===== src/rtl/lab_pkg.sv =====
// Shared definitions for the lab ROM sequencers: FSM state encoding and ROM geometry.
package lab_pkg;

  localparam logic [1:0] ST_IDLE    = 2'd0;
  localparam logic [1:0] ST_FETCH   = 2'd1;
  localparam logic [1:0] ST_PRESENT = 2'd2;
  localparam logic [1:0] ST_FINISH  = 2'd3;

  localparam int unsigned ROM_ADDR_W = 3;
  localparam int unsigned ROM_DATA_W = 4;

  typedef enum logic [1:0] {
    StIdle    = ST_IDLE,
    StFetch   = ST_FETCH,
    StPresent = ST_PRESENT,
    StFinish  = ST_FINISH
  } state_e;

endpackage


===== src/rtl/rom_reader_if.sv =====
// ROM address/data bus plus the downstream valid/ready word stream of rom_reader.
interface rom_reader_if
  import lab_pkg::*;
#(
  parameter int unsigned ADDR_W = ROM_ADDR_W,
  parameter int unsigned DATA_W = ROM_DATA_W
) ();

  logic [ADDR_W-1:0] rom_addr;
  logic [DATA_W-1:0] rom_data;
  logic [DATA_W-1:0] out_data;
  logic              out_valid;
  logic              out_ready;

  modport master (
    output rom_addr,
    input  rom_data,
    output out_data,
    output out_valid,
    input  out_ready
  );

  modport slave (
    input  rom_addr,
    output rom_data,
    input  out_data,
    input  out_valid,
    output out_ready
  );

endinterface


===== src/rtl/rom_addr_counter.sv =====
// Loadable up-counter bounded to [Start, End]; incrementing at End wraps to Start explicitly.
module rom_addr_counter #(
  parameter int unsigned     Width = 3,
  parameter logic [Width-1:0] Start = '0,
  parameter logic [Width-1:0] End   = '1
) (
  input  logic             clk_i,
  input  logic             rst_i,
  input  logic             load_i,
  input  logic             incr_i,
  output logic [Width-1:0] count_o,
  output logic             at_end_o
);

  logic [Width-1:0] cnt_q, cnt_d;

  assign at_end_o = (cnt_q == End);
  assign count_o  = cnt_q;

  always_comb begin
    cnt_d = cnt_q;
    if (load_i) begin
      cnt_d = Start;
    end else if (incr_i) begin
      // Wrap by compare, not overflow, so a non-zero Start still works at the top of the space.
      cnt_d = at_end_o ? Start : cnt_q + Width'(1);
    end
  end

  always_ff @(posedge clk_i or posedge rst_i) begin
    if (rst_i) begin
      cnt_q <= Start;
    end else begin
      cnt_q <= cnt_d;
    end
  end

endmodule


===== src/rtl/rom_reader.sv =====
// Walks the lab ROM from START_ADDR to END_ADDR and streams each registered word downstream,
// with one-shot or looping playback and abort.
module rom_reader
  import lab_pkg::*;
#(
  parameter int unsigned ADDR_W     = ROM_ADDR_W,
  parameter int unsigned DATA_W     = ROM_DATA_W,
  parameter int unsigned START_ADDR = 0,
  parameter int unsigned END_ADDR   = 7
) (
  input  logic            clk,
  input  logic            rst,
  input  logic            start,
  input  logic            loop,
  input  logic            abort,
  output logic            busy,
  output logic            done,
  rom_reader_if.master    bus
);

  if (END_ADDR < START_ADDR) begin : g_bad_range
    $error("rom_reader: END_ADDR must be >= START_ADDR");
  end
  if (END_ADDR >= (1 << ADDR_W)) begin : g_bad_end
    $error("rom_reader: END_ADDR does not fit in ADDR_W bits");
  end

  state_e            state_q, state_d;
  logic [DATA_W-1:0] out_data_q, out_data_d;
  logic              out_valid_q, out_valid_d;
  logic              done_q, done_d;
  logic              cnt_load, cnt_incr, at_end;

  rom_addr_counter #(
    .Width (ADDR_W),
    .Start (ADDR_W'(START_ADDR)),
    .End   (ADDR_W'(END_ADDR))
  ) u_addr_counter (
    .clk_i    (clk),
    .rst_i    (rst),
    .load_i   (cnt_load),
    .incr_i   (cnt_incr),
    .count_o  (bus.rom_addr),
    .at_end_o (at_end)
  );

  always_comb begin
    state_d     = state_q;
    out_data_d  = out_data_q;
    out_valid_d = out_valid_q;
    done_d      = 1'b0;
    cnt_load    = 1'b0;
    cnt_incr    = 1'b0;
    if (abort) begin
      // Any pending word is dropped and no done pulse is produced.
      state_d     = StIdle;
      out_valid_d = 1'b0;
      cnt_load    = 1'b1;
    end else begin
      case (state_q)
        StIdle: begin
          cnt_load = 1'b1;
          if (start) state_d = StFetch;
        end
        StFetch: begin
          out_data_d  = bus.rom_data;
          out_valid_d = 1'b1;
          state_d     = StPresent;
        end
        StPresent: begin
          if (out_valid_q && bus.out_ready) begin
            out_valid_d = 1'b0;
            if (!at_end || loop) begin
              cnt_incr = 1'b1;
              state_d  = StFetch;
            end else begin
              done_d  = 1'b1;
              state_d = StFinish;
            end
          end
        end
        StFinish: begin
          cnt_load = 1'b1;
          state_d  = StIdle;
        end
        default: state_d = StIdle;
      endcase
    end
  end

  always_ff @(posedge clk or posedge rst) begin
    if (rst) begin
      state_q     <= StIdle;
      out_data_q  <= '0;
      out_valid_q <= 1'b0;
      done_q      <= 1'b0;
    end else begin
      state_q     <= state_d;
      out_data_q  <= out_data_d;
      out_valid_q <= out_valid_d;
      done_q      <= done_d;
    end
  end

  assign bus.out_data  = out_data_q;
  assign bus.out_valid = out_valid_q;
  assign busy          = (state_q != StIdle);
  assign done          = done_q;

endmodule


===== src/flat_wrapper.sv =====
// flat-port wrapper written by rule: the top's interface ports become plain ports
module rom_reader_flat import lab_pkg::*;
#(
  parameter int unsigned ADDR_W     = ROM_ADDR_W,
  parameter int unsigned DATA_W     = ROM_DATA_W,
  parameter int unsigned START_ADDR = 0,
  parameter int unsigned END_ADDR   = 7
)
  (clk, rst, start, loop, abort, busy, done, bus_rom_addr, bus_rom_data, bus_out_data, bus_out_valid, bus_out_ready);
  rom_reader_if #(.ADDR_W(ADDR_W), .DATA_W(DATA_W)) bus_i ();
  input  logic clk;
  input  logic rst;
  input  logic start;
  input  logic loop;
  input  logic abort;
  output logic busy;
  output logic done;
  output wire logic [$bits(bus_i.rom_addr)-1:0] bus_rom_addr;
  input wire logic [$bits(bus_i.rom_data)-1:0] bus_rom_data;
  output wire logic [$bits(bus_i.out_data)-1:0] bus_out_data;
  output wire logic [$bits(bus_i.out_valid)-1:0] bus_out_valid;
  input wire logic [$bits(bus_i.out_ready)-1:0] bus_out_ready;
  assign bus_rom_addr = bus_i.rom_addr;
  assign bus_i.rom_data = bus_rom_data;
  assign bus_out_data = bus_i.out_data;
  assign bus_out_valid = bus_i.out_valid;
  assign bus_i.out_ready = bus_out_ready;
  rom_reader #(.ADDR_W(ADDR_W), .DATA_W(DATA_W), .START_ADDR(START_ADDR), .END_ADDR(END_ADDR)) u_core (.clk(clk), .rst(rst), .start(start), .loop(loop), .abort(abort), .busy(busy), .done(done), .bus(bus_i));
endmodule

===== config.mk =====
export PLATFORM = sky130hd
export DESIGN_NAME = rom_reader_flat
export DESIGN_NICKNAME = d
export VERILOG_FILES = /design/src/rtl/lab_pkg.sv /design/src/rtl/rom_reader_if.sv /design/src/rtl/rom_addr_counter.sv /design/src/rtl/rom_reader.sv /design/src/flat_wrapper.sv
export SDC_FILE = /design/constraint.sdc
export NUM_CORES = 1
export LEC_CHECK = 0
export CORE_UTILIZATION = 42
export CTS_CLUSTER_SIZE = 25
export DETAILED_ROUTE_END_ITERATION = 6
export PLACE_DENSITY = 0.75
export SLEW_MARGIN = 15
export SYNTH_ARGS = -nofsm -noshare
export SYNTH_HDL_FRONTEND = slang
export SYNTH_SLANG_ARGS = --single-unit

===== constraint.sdc =====
create_clock -name clk -period 1.67 [get_ports clk]
set_input_delay 0.334 -clock clk [delete_from_list [all_inputs] [get_ports clk]]
set_output_delay 0.334 -clock clk [all_outputs]
set_load 0.01 [all_outputs]

Word level (Yosys, flattened, before mapping)
Index checks and enable logic that the tools add are counted.
{"block": "word_totals", "reg_bits": 11, "latch_bits": 0, "mem_bits_rw": 0, "romBits": 0, "inputBits": 10, "output_inout_bits": 10, "elab_cells": 45, "n_memories": 0}
{"block": "op_classes", "n_addsub": 1, "mul": 0, "n_div": 0, "n_lt_le_gt_ge": 0, "n_eq_ne": 6, "shifts": 0, "n_mux": 21, "bitwise": 1, "reduce_logical": 11}
{"operator": "$mux W1", "n": 12}
{"operator": "$mux W3", "n": 3}
{"operator": "$mux W2", "n": 4}
{"operator": "$pmux W2 S4", "n": 1}
{"operator": "$reduce_and A2 Y1", "n": 3}
{"operator": "$eq A2 B2 Y1 const B", "n": 2}
{"operator": "$reduce_bool A2 Y1", "n": 2}
{"operator": "$add A3 B1 Y3 const B", "n": 1}
{"operator": "$eq A3 B3 Y1 const B", "n": 1}
{"operator": "$ne A3 B2 Y1 const B", "n": 1}
{"operator": "$ne A3 B3 Y1 const B", "n": 1}
{"operator": "$reduce_bool A3 Y1", "n": 1}
{"operator": "$eq A2 B1 Y1 const B", "n": 1}
{"operator": "$logic_not A2 Y1", "n": 1}
{"operator": "$pmux W1 S2", "n": 1}
{"operator": "$reduce_or A2 Y1", "n": 1}
{"operator": "$logic_and A1 B1 Y1", "n": 1}
{"operator": "$logic_not A1 Y1", "n": 1}
{"operator": "$logic_or A1 B1 Y1", "n": 1}
{"operator": "$not A1 Y1", "n": 1}

Depth between registers and ports, before layout
{"block": "logic_depth", "ltp_word": 9, "mapped_depth": 5, "depth_no_buf": 5}

Cells and area by module
Synthesis repeated with hierarchy kept, for this count alone.
{"block": "hier_totals", "hier_cells": 54, "hier_area_um2": 626.9}
{"mod": "rom_reader", "instances": 1, "cells_each": 41, "area_per_inst_um2": 471.7, "seq_area_each_um2": 200.2}
{"mod": "rom_addr_counter", "instances": 1, "cells_each": 13, "area_per_inst_um2": 155.1, "seq_area_each_um2": 75.1}

Least setup slack after synthesis
Ideal clock, no wire load.
{"block": "synth_path", "path_kind": "register -> register", "start": "reg u_core.u_addr_counter.cnt_q[0] (netlist: u_core.u_addr_counter.count_o[0])", "end": "reg u_core.u_addr_counter.cnt_q[0] (netlist: u_core.u_addr_counter.count_o[0])", "setup_time_ns": 0.095, "arrival_ns": 1.354, "required_time_ns": 1.575, "slack_ns": 0.220, "path_stages_with_launch": 5, "n_path_buf": 0, "period_less_slack_ns": 1.450, "path_cell_list": "dfrtp_1 -> ha_1 -> ha_1 -> or4b_1 -> o31ai_1"}
{"block": "synth_between", "elab_chain_cells": 8, "elab_cells_between_ends": 12, "classes_between": "add/sub (1); eq/ne (1); mux (7); reduce/logical (3)"}
{"element": "from (decl)", "line_no": "rom_addr_counter.sv:15", "text": "logic [Width-1:0] cnt_q, cnt_d;"}
{"element": "from (signal assigned)", "line_no": "rom_addr_counter.sv:32", "text": "cnt_q <= Start;"}
{"element": "from (signal assigned)", "line_no": "rom_addr_counter.sv:34", "text": "cnt_q <= cnt_d;"}
{"element": "$eq A3 B3 Y1", "line_no": "rom_addr_counter.sv:17", "text": "assign at_end_o = (cnt_q == End);"}
{"element": "$logic_not A1 Y1", "line_no": "rom_reader.sv:73", "text": "if (!at_end || loop) begin"}
{"element": "$logic_or A1 B1 Y1", "line_no": "rom_reader.sv:73"}
{"element": "$mux W1", "line_no": "rom_reader.sv:73"}
{"element": "$mux W1", "line_no": "rom_reader.sv:71", "text": "if (out_valid_q && bus.out_ready) begin"}
{"element": "$mux W1", "line_no": "rom_reader.sv:60", "text": "case (state_q)"}
{"element": "$mux W1", "line_no": "rom_reader.sv:54", "text": "if (abort) begin"}
{"element": "$reduce_bool A2 Y1 (no line)"}
Several ways; a longest one is shown, not always the timed one. The select of a mux whose other input is x is not followed.
A chain may end at the register's enable or synchronous reset.

Worst setup path after layout
{"block": "layout_path", "start": "reg u_core.out_valid_q (netlist: u_core.bus.out_valid)", "end": "out bus_out_valid"}
{"element": "from (decl)", "line_no": "rom_reader.sv:30", "text": "logic out_valid_q, out_valid_d;"}
{"element": "from (signal assigned)", "line_no": "rom_reader.sv:100", "text": "out_valid_q <= out_valid_d;"}
{"element": "to (decl)", "line_no": "flat_wrapper.sv:21", "text": "output wire logic [$bits(bus_i.out_valid)-1:0] bus_out_valid;"}
No word-level cell between the ends.

==> results.yml <==
placement:
  portBuffers: 19
  hpwl_um: 900
  gp_congestion: 0.780
  dpl.cell_count: 90
floorplanning:
  initial_core_util_pct: 48.5
  die_h_um: 39.0
  io_pins: 20
  die_w_um: 39.0
  rows: 12
  core_area_um2: 1190
  dieArea_um2: 1520
yosys:
  synth-seq-cells: 11
  synthXorXnorAreaFrac_pct: 0
  synth_edf_count: 0
  yosys_warnings: 0
  synthMostInstantiatedCell: "dfrtp_1"
  synthTopCellsByArea: "dfrtp_1, ha_1, mux2_2"
  synth_fa_ha_area_share_pct: 10.9
  ys_seq_area_share_pct: 47.8
  yosysTopAreaCell: "dfrtp_1"
  syn_inst: 51
  synth_area_um2: 576
  syn_nets: 66
  synth_common_cells: "dfrtp_1, ha_1, inv_1"
  synth_flop_cell: "dfrtp_1"
  synth_compound_area_share_pct: 9.57
  async_flop_share_pct: 100
  synth_top_area_share_pct: 47.8
  avgSynthCellArea_um2: 11.3
  synth_top_family_by_area: "simple AND/OR/NAND/NOR gates"
  synth.mux.area_fraction_pct: 11.3
  synthSimpleGateAreaFrac_pct: 17.2
  ys_types: 20
layout:
  area_growth_pct: 49.6
  final_nets: 97
  fin_util_pct: 72.6
  drive_gt1_share_pct: 19.8
  n_antenna_cell: 0
  finalNonFillerCells: 95
power:
  vdd_ir_drop_max_uv: 745
  p_switching_w: 0.000338
  p_leak_nw: 0.393
  seq_power_share_pct: 35.7
  swShare_pct: 31.4
  power.density_nw_per_um2: 1250
  clockPowerShare_pct: 16.9
  combinationalPowerShare_pct: 47.4
  intPower_w: 0.000739
critical_path:
  cp_slowest_cell: "clkdlybuf4s50_1"
  crit_buf_inv: 1
  cpPeakStageDelay_ns: 0.56
  worstPathRequired_ns: 1.34
  cp_data_arrival_time_ns: 1.24
  startpoint_type: "flop"
  crit_chain: "clkdlybuf4s50_1"
  cp-end-kind: "output pin"
  crit_family: "buffers and inverters"
  cp_max_fo: 5
  critical_path_class: "reg -> out"
routing:
  met2_length_um: 472
  drc: 0
  wl_met3_um: 68
  num_vias: 491
  drt-total-wl_mm: 1.09
  via_per_inst: 5.17
  routedWlPerCell_um: 11.5
  firstDrtPassIters: 4
  drt-met1-wl_um: 513
  drtIter0Drc: 8
  ant_nets: 0
  top_layer_used: "met4"
cts:
  clock_latency_ns: 0.27
  ctsHoldBuffers: 0
  clk_transition_reported_paths_ns: 0.07
  cts.sinks: 11
  root_buffer: "clkbuf_4"
  cts_buffers: 3
  clock_path_buffers: 2
  h-tree-depth: 1
  cts_tree: "built"
sta:
  tightest_slew_ns: 0.419
  rsz0062_at_grt: "no"
  maxSlewHeadroom_pct: 72.0
  setup_tns_ns: 0
  fmax_mhz: 634
  slew_violations: 0
  fin_skew_ns: 0.000439
  fin_crit_sh_pct: 94.5
  setup_viol: 0
  final_hold_viol_count: 0
  fin_crit_ns: 1.58
worst_hold_path:
  min_path_type: "in -> async"
global_route:
  antenna_found_initial: 0
  grt-ovfl-total: 0
  grt_max_degree: 12
  grt_pass1_wl_mm: 1.79
  gr-usage-all-layers_pct: 18.2
  grt_pass1_vias: 446
job:
  cap_violations: 0
status:
  status: "complete, no violations"
-- power by group through the flow --
stage          clock [W]  sequential (W)  combinational [W]
2_1_floorplan          0        0.000422           0.000213
3_3_place_gp           0        0.000392           0.000494
3_5_place_dp           0        0.000399           0.000504
4_1_cts         0.000184        0.000386           0.000516
5_1_grt         0.000195        0.000393           0.000567
6_report        0.000182        0.000384           0.000510
-- cell usage in the layout, fill, tap and decap left out, types with 2 or more instances in the layout --
| cell | instances |
|---|---|
| a21oi_1 | 2 |
| dfrtp_1 | 11 |
| nand2_1 | 4 |
| nand3_1 | 4 |
| clkdlybuf4s50_1 | 18 |
| clkbuf_4 | 3 |
| inv_1 | 5 |
| buf_4 | 7 |
| ha_1 | 5 |
| mux2_2 | 4 |
| nor2b_1 | 3 |
| mux2i_1 | 2 |
-- layout make-up --
| cell class | count | area (um^2) |
|---|---|---|
| fill | 88 | 325 |
| multi-input combinational | 35 | 282 |
| sequential | 11 | 275 |
| timing repair buffer | 26 | 241 |
| clock buffer | 4 | 26.3 |
| inverter | 5 | 18.8 |
| tap | 14 | 17.5 |
-- through the flow --
stage          hold WS, ns  setup slack, ns  area (um^2)  total power [W]
3_5_place_dp         0.499          -0.0243          828         0.000903
5_1_grt              0.407          0.00297          861          0.00116
4_1_cts              0.364           0.0847          861          0.00109
6_report             0.352           0.0924          861          0.00108
3_3_place_gp         0.488           0.0130          828         0.000885
2_1_floorplan        0.186            0.220          576         0.000635
-- state kept, by name, summed over array words and instances (netlist names) --
| name | flops |
|---|---|
| u_core.bus.out_data | 4 |
| u_core.done | 1 |
| u_core.bus.out_valid | 1 |
| u_core.u_addr_counter.count_o | 3 |
| u_core.state_q | 2 |
-- logic make-up (layout without fill, tap and decap cells) --
kind of cell	count (synthesis)	after routing
AO/OA/AOI/OAI	7	7
flip-flops	11	11
AND/OR/NAND/NOR	17	17
multiplexers	6	6
buffers and inverters	5	35
adder cells (fa/ha/maj)	5	5
-- per-layer routing --
layer,vias up,GRT usage (%)
met5,-,0
met4,0,12.9
met3,5,3.47
met2,17,27.9
met1,224,22.4
li1,245,-
-- timing repair --
action / 4_1_cts / 5_1_grt
setup buffers: 1 / 0
setup endpoints to repair: 1 / 0
resized for setup: 1 / 0
-- path summary, 6_finish.rpt --
path | startpoint | endpoint | slack, ns | depth (start not counted)
worst min register to register | u_core.bus.out_data[0] | u_core.bus.out_data[0] | 0.51 | 1
min in group clk | u_core.bus.out_data[0] | u_core.bus.out_data[0] | 0.51 | 1
worst min-delay path | rst | u_core.done | 0.35 | 2
worst max register to register | u_core.u_addr_counter.count_o[0] | u_core.u_addr_counter.count_o[2] | 0.15 | 5
max in group asynchronous | rst | u_core.state_q[0] | 1.03 | 2
worst max-delay path | u_core.bus.out_valid | bus_out_valid | 0.09 | 1
Power figures use the tool's default switching activity.
